==> src/rtl/mem_responder.sv <==
// Single-port memory-mapped responder: 256x16 RAM, switch input and LED register.
// Define WRITE_PROTECT_EN to reject writes to the program region 0x000-0x03F.
module mem_responder #(
  parameter int unsigned WAIT_CYCLES = 1
) (
  input  logic        clk,
  input  logic        rst,
  input  logic [1:0]  mem_cmd,
  input  logic [8:0]  mem_addr,
  input  logic [15:0] write_data,
  input  logic [7:0]  sw,
  output logic [15:0] read_data,
  output logic        mem_ready,
  output logic        busy,
  output logic        err,
  output logic [7:0]  led
);

  typedef enum logic [1:0] {StIdle, StAccess, StResp} state_e;

  localparam logic [1:0] CmdRead  = 2'b01;
  localparam logic [1:0] CmdWrite = 2'b10;
  localparam logic [8:0] AddrSw   = 9'h100;
  localparam logic [8:0] AddrLed  = 9'h101;

  state_e      state_q, state_d;
  logic [3:0]  cnt_q, cnt_d;
  logic [1:0]  cmd_q;
  logic [8:0]  addr_q;
  logic [15:0] wdata_q;
  logic [15:0] rdata_q, rdata_d;
  logic        err_q, err_d;
  logic [7:0]  led_q, led_d;
  logic        ram_we;
  logic        accept;

  logic [15:0] ram [256];

  assign accept = (state_q == StIdle) && (mem_cmd != 2'b00);

  always_comb begin
    state_d = state_q;
    cnt_d   = cnt_q;
    rdata_d = rdata_q;
    err_d   = 1'b0;
    led_d   = led_q;
    ram_we  = 1'b0;
    case (state_q)
      StIdle: begin
        if (accept) begin
          state_d = StAccess;
          cnt_d   = 4'(WAIT_CYCLES);
        end
      end
      StAccess: begin
        if (cnt_q != 4'd0) begin
          cnt_d = cnt_q - 4'd1;
        end else begin
          state_d = StResp;
          case (cmd_q)
            CmdRead: begin
              if (!addr_q[8]) begin
                rdata_d = ram[addr_q[7:0]];
              end else if (addr_q == AddrSw) begin
                rdata_d = {8'h00, sw};
              end else if (addr_q == AddrLed) begin
                rdata_d = {8'h00, led_q};
              end else begin
                rdata_d = 16'h0000;
                err_d   = 1'b1;
              end
            end
            CmdWrite: begin
              // Writes never touch read_data.
              if (!addr_q[8]) begin
`ifdef WRITE_PROTECT_EN
                if (addr_q[7:6] == 2'b00) begin
                  err_d = 1'b1;
                end else begin
                  ram_we = 1'b1;
                end
`else
                ram_we = 1'b1;
`endif
              end else if (addr_q == AddrLed) begin
                led_d = wdata_q[7:0];
              end else begin
                err_d = 1'b1;
              end
            end
            default: begin
              rdata_d = 16'h0000;
              err_d   = 1'b1;
            end
          endcase
        end
      end
      StResp: state_d = StIdle;
      default: state_d = StIdle;
    endcase
  end

  always_ff @(posedge clk) begin
    if (rst) begin
      state_q <= StIdle;
      cnt_q   <= 4'd0;
      rdata_q <= 16'h0000;
      err_q   <= 1'b0;
      led_q   <= 8'h00;
      cmd_q   <= 2'b00;
      addr_q  <= 9'h000;
      wdata_q <= 16'h0000;
    end else begin
      state_q <= state_d;
      cnt_q   <= cnt_d;
      rdata_q <= rdata_d;
      err_q   <= err_d;
      led_q   <= led_d;
      if (accept) begin
        cmd_q   <= mem_cmd;
        addr_q  <= mem_addr;
        wdata_q <= write_data;
      end
    end
  end

  // RAM is not reset; reset on the commit edge still blocks the write.
  always_ff @(posedge clk) begin
    if (ram_we && !rst) begin
      ram[addr_q[7:0]] <= wdata_q;
    end
  end

  assign read_data = rdata_q;
  assign mem_ready = (state_q == StResp);
  assign busy      = (state_q != StIdle);
  assign err       = err_q;
  assign led       = led_q;

endmodule
==> config.mk <==
export PLATFORM = sky130hd
export DESIGN_NAME = mem_responder
export DESIGN_NICKNAME = d
export VERILOG_FILES = /design/src/rtl/mem_responder.sv
export SDC_FILE = /design/constraint.sdc
export NUM_CORES = 2
export LEC_CHECK = 0
export ABC_AREA = 1
export BUFFER_PORTS_ARGS = -buffer_cell sky130_fd_sc_hd__buf_4
export CORE_MARGIN = 8
export CORE_UTILIZATION = 25
export CTS_CLUSTER_SIZE = 30
export DETAILED_ROUTE_END_ITERATION = 8
export PLACE_DENSITY_LB_ADDON = 0.05
export RECOVER_POWER = 25
export SETUP_SLACK_MARGIN = 0.3
export SYNTH_ARGS = -nofsm -noshare
export SYNTH_HDL_FRONTEND = slang
export SYNTH_SLANG_ARGS = --single-unit
==> constraint.sdc <==
create_clock -name clk -period 5.6 [get_ports clk]
set_input_delay 1.68 -clock clk [delete_from_list [all_inputs] [get_ports clk]]
set_output_delay 1.68 -clock clk [all_outputs]
set_load 0.01 [all_outputs]
==> metrics.log <==
[metrics] TritonCTS clock tree: built
[metrics] number of DRC markers after the initial detailed-route iteration: 10070
[metrics] Critical Path Source Type: register
[metrics] total half-perimeter wirelength after legalization and detailed placement: 376800 um
[metrics] reported leakage power: 66.66 nW
[metrics] average wire per cell in the routed design: 28.01 um
[metrics] sum of negative setup slack: 0 ns
[metrics] Worst Path Max Fanout: 60
[metrics] wire length of the first global-routing pass: 900800 um
[metrics] number of antenna violations at the first check in global routing: 60
[metrics] area of the die: 0.6927 mm^2
[metrics] final core area utilization: 29.39%
[metrics] deepest clock path buffer count: 4
[metrics] path type of the worst min-delay path: register to register
[metrics] quantity of I/O buffers inserted on ports: 63
[metrics] layout overhead on the synthesized area: 17.40%
[metrics] routability-driven placement congestion ratio: 0.7867
[metrics] per-instance average area after synthesis: 12.19 um^2
[metrics] post-synth top area share: 73.84%
[metrics] I/O pin total: 64
[metrics] placeable core area: 0.6655 mm^2
[metrics] sequential fraction of the synthesis area: 74.63%
[metrics] failing checks: max-capacitance violations, max-slew violations
[metrics] area of all sequential standard cells: 0.1243 mm^2
[metrics] fraction of the mapped netlist area in compound gates: 1.966%
[metrics] list of most frequent post-synthesis cells: 4096 x edfxtp_1, 3700 x nand2_1, 3542 x nand3_1, 643 x nor2_1, 426 x buf_2
[metrics] maximum frequency from static timing analysis: 200.3 MHz
[metrics] RSZ-0062 raised after global routing: no
[metrics] area of combinational cells with multiple inputs: 0.03784 mm^2
[metrics] number of inserted filler cells in the final layout: 67560
[metrics] count leader, synth: edfxtp_1
[metrics] number of global-route vias before repair: 108200
[metrics] layout cell share with drive strength beyond 1: 10.45%
[metrics] Relative slew margins: -150.0%
[metrics] status: finished, violations left
[metrics] synthesis warning total: 0
[metrics] clock period minus worst slack: 4.992 ns
[metrics] Worst-path clk slew: 0.06 ns
[metrics] clock buffer count from CTS: 518
[metrics] post-synthesis async set-or-reset flop share: 0%
[metrics] number of remaining DRC errors: 0
[metrics] largest net degree at the start of global routing: 149
[metrics] required time of the worst setup path: 6.56 ns
[metrics] Post-Synthesis Cells: 13660
[metrics] crit share post-route: 89.15%
[metrics] first-pass iteration count of the detailed router: 6
[metrics] mux contribution to synthesized area: 0%
[metrics] number of flops mapped to enable cells by yosys: 4096
[metrics] Synth Area in Adders: 0.02253%
[metrics] Mapped Area: 0.1666 mm^2
[metrics] count of buffers added by post-CTS timing repair for setup: 0
[metrics] power density over cell area: 398.2 mW/mm^2
[metrics] total count of max-transition violations in the final report: 2557
[metrics] xor/xnor cell area share of the yosys netlist: 0%
[metrics] nets in the synthesized netlist: 13700
[metrics] # nets final: 13970
[metrics] Final setup viols: 0
[metrics] number of sinks on the clock net: 4162
[metrics] predominant post-synthesis flop cell: edfxtp_1
[metrics] die height: 832.3 um
[metrics] total overflow reported by the global router: 0
[metrics] Crit Path Class: register to register
[metrics] final hold violations: 0
[metrics] cell chosen for the clock root: clkbuf_16
[metrics] combinational family with the most area after synthesis: simple AND/OR/NAND/NOR gates
[metrics] die width: 832.3 um
[metrics] Worst Setup End Kind: register
[metrics] Post-Route Skew: 0.06877 ns
[metrics] # resized after CTS: 0
[metrics] Worst EP arrival: 5.95 ns
[metrics] total track usage: 18.14%
[metrics] maximum level of the CTS H-tree: 6
[metrics] distinct cell type count after synthesis: 31
[metrics] largest area contributor in the synthesized netlist: edfxtp_1
[metrics] top cells by area, synth: edfxtp_1 74%, nand3_1 11%, nand2_1 8.3%
[metrics] maximum vdd ir drop: 0.0002564 V
[metrics] count of antenna-violating nets left after detailed routing: 0
[metrics] insertion delay of the later-clocked pin in the worst-skew pair: 1.06 ns
[metrics] starting density of the core: 25.03%
[metrics] total wirelength of the detailed-routed design: 651800 um
[metrics] hold-fix buffers at CTS: 0
[metrics] Maximum Capacitance Violations: 43
[metrics] Worst Max-Slew Pin Slew: 3.744 ns
[metrics] total number of vias: 109800
[metrics] simple-gate share of the synthesized area: 20.49%
[metrics] Std-Cell Rows: 300
[metrics] register bit total from synthesis: 4162
[metrics] detail-routed via count per cell: 4.718
==> kinds of logic after synthesis <==
group | count (synthesis)
buffers and inverters | 983
and+or+nand+nor | 7903
AOI/OAI and AO/OA | 609
DFF | 4162
adders and majority gates | 3
==> stage by stage <==
step / total power, mW / cells / cell area (um^2) / worst slack [ns] / hold slack, ns
after floorplan: 41.35 / 13660 / 166600 / 1.328 / 0.4563
after global placement: 47.06 / 22310 / 180100 / 0.5995 / 0.4713
after detailed placement: 47.03 / 22310 / 180100 / 0.5400 / 0.4858
after CTS: 79.16 / 23230 / 195900 / 0.5053 / 0.4941
after global routing: 80.80 / 23250 / 195500 / 0.5056 / 0.5191
final: 77.87 / 23270 / 195600 / 0.6076 / 0.4933
==> final timing paths <==
kind | start | endpoint | slack [ns] | depth (start not counted)
hold / removal | cmd_q[1]$_SDFFE_PP0P_ | cmd_q[1]$_SDFFE_PP0P_ | 0.49 | 2
setup / recovery | register | read_data[8]$_SDFFE_PP0P_ | 0.61 | 13
hold reg to reg | cmd_q[1]$_SDFFE_PP0P_ | cmd_q[1]$_SDFFE_PP0P_ | 0.49 | 2
setup reg to reg | register | read_data[8]$_SDFFE_PP0P_ | 0.61 | 13
==> layout by cell type, fill, tap and decap left out, types with 87 or more instances in the layout <==
cell type / count
edfxtp_1: 4096
nand2_1: 3684
clkbuf_1: 150
clkinv_1: 117
clkbuf_16: 535
o22ai_1: 177
buf_12: 87
o21ai_0: 343
buf_4: 570
nand3_1: 3542
nor2_2: 114
nor2_1: 529
==> where the power goes <==
| group | internal, mW | total [mW] | switching (mW) | leakage (nW) |
|---|---|---|---|---|
| sequential | 34.8 | 35.2 | 0.341 | 38.0 |
| clock | 18.4 | 31.7 | 13.3 | 7.69 |
| combinational | 2.35 | 11.0 | 8.62 | 21.0 |
==> layer usage <==
metal | up-vias | global-route usage (%) | part of all wire (%)
li1 | 49720 | - | -
met5 | - | 0 | 0.0040
met1 | 56530 | 25.86 | 47
met3 | 715 | 2.124 | 4.5
met2 | 2823 | 29.40 | 46
met4 | 4 | 4.360 | 2.6
==> registers in the layout, indices dropped and copies added, names as in the netlist, named ones only <==
signal	flops
state_q	2
cmd_q	2
led	8
read_data	16
err	1
ram	4096
wdata_q	16
cnt_q	4
addr_q	9
==> layout make-up <==
cell class	count	area share, %
clock buffer	682	7.189
clock inverter	234	0.8663
tap	8909	5.700
inverter	37	0.1036
antenna	42	0.05374
multi-input combinational	8515	19.35
sequential	4162	63.58
timing repair buffer	691	3.156
==> worst max-delay path: stages (launching register included) <==
cell and delay (ns):
dfxtp_4 0.71, buf_12 0.33, buf_12 0.38, buf_4 0.56, o21ai_0 0.18, o22ai_1 0.29
nand2_1 0.13, nand3_1 0.11, nand3_1 0.22, nand3_1 0.47, nand3_1 0.36, nand3_1 0.56
nand3_1 0.15, a21oi_1 0.17
(Power assumes the default switching activity.)
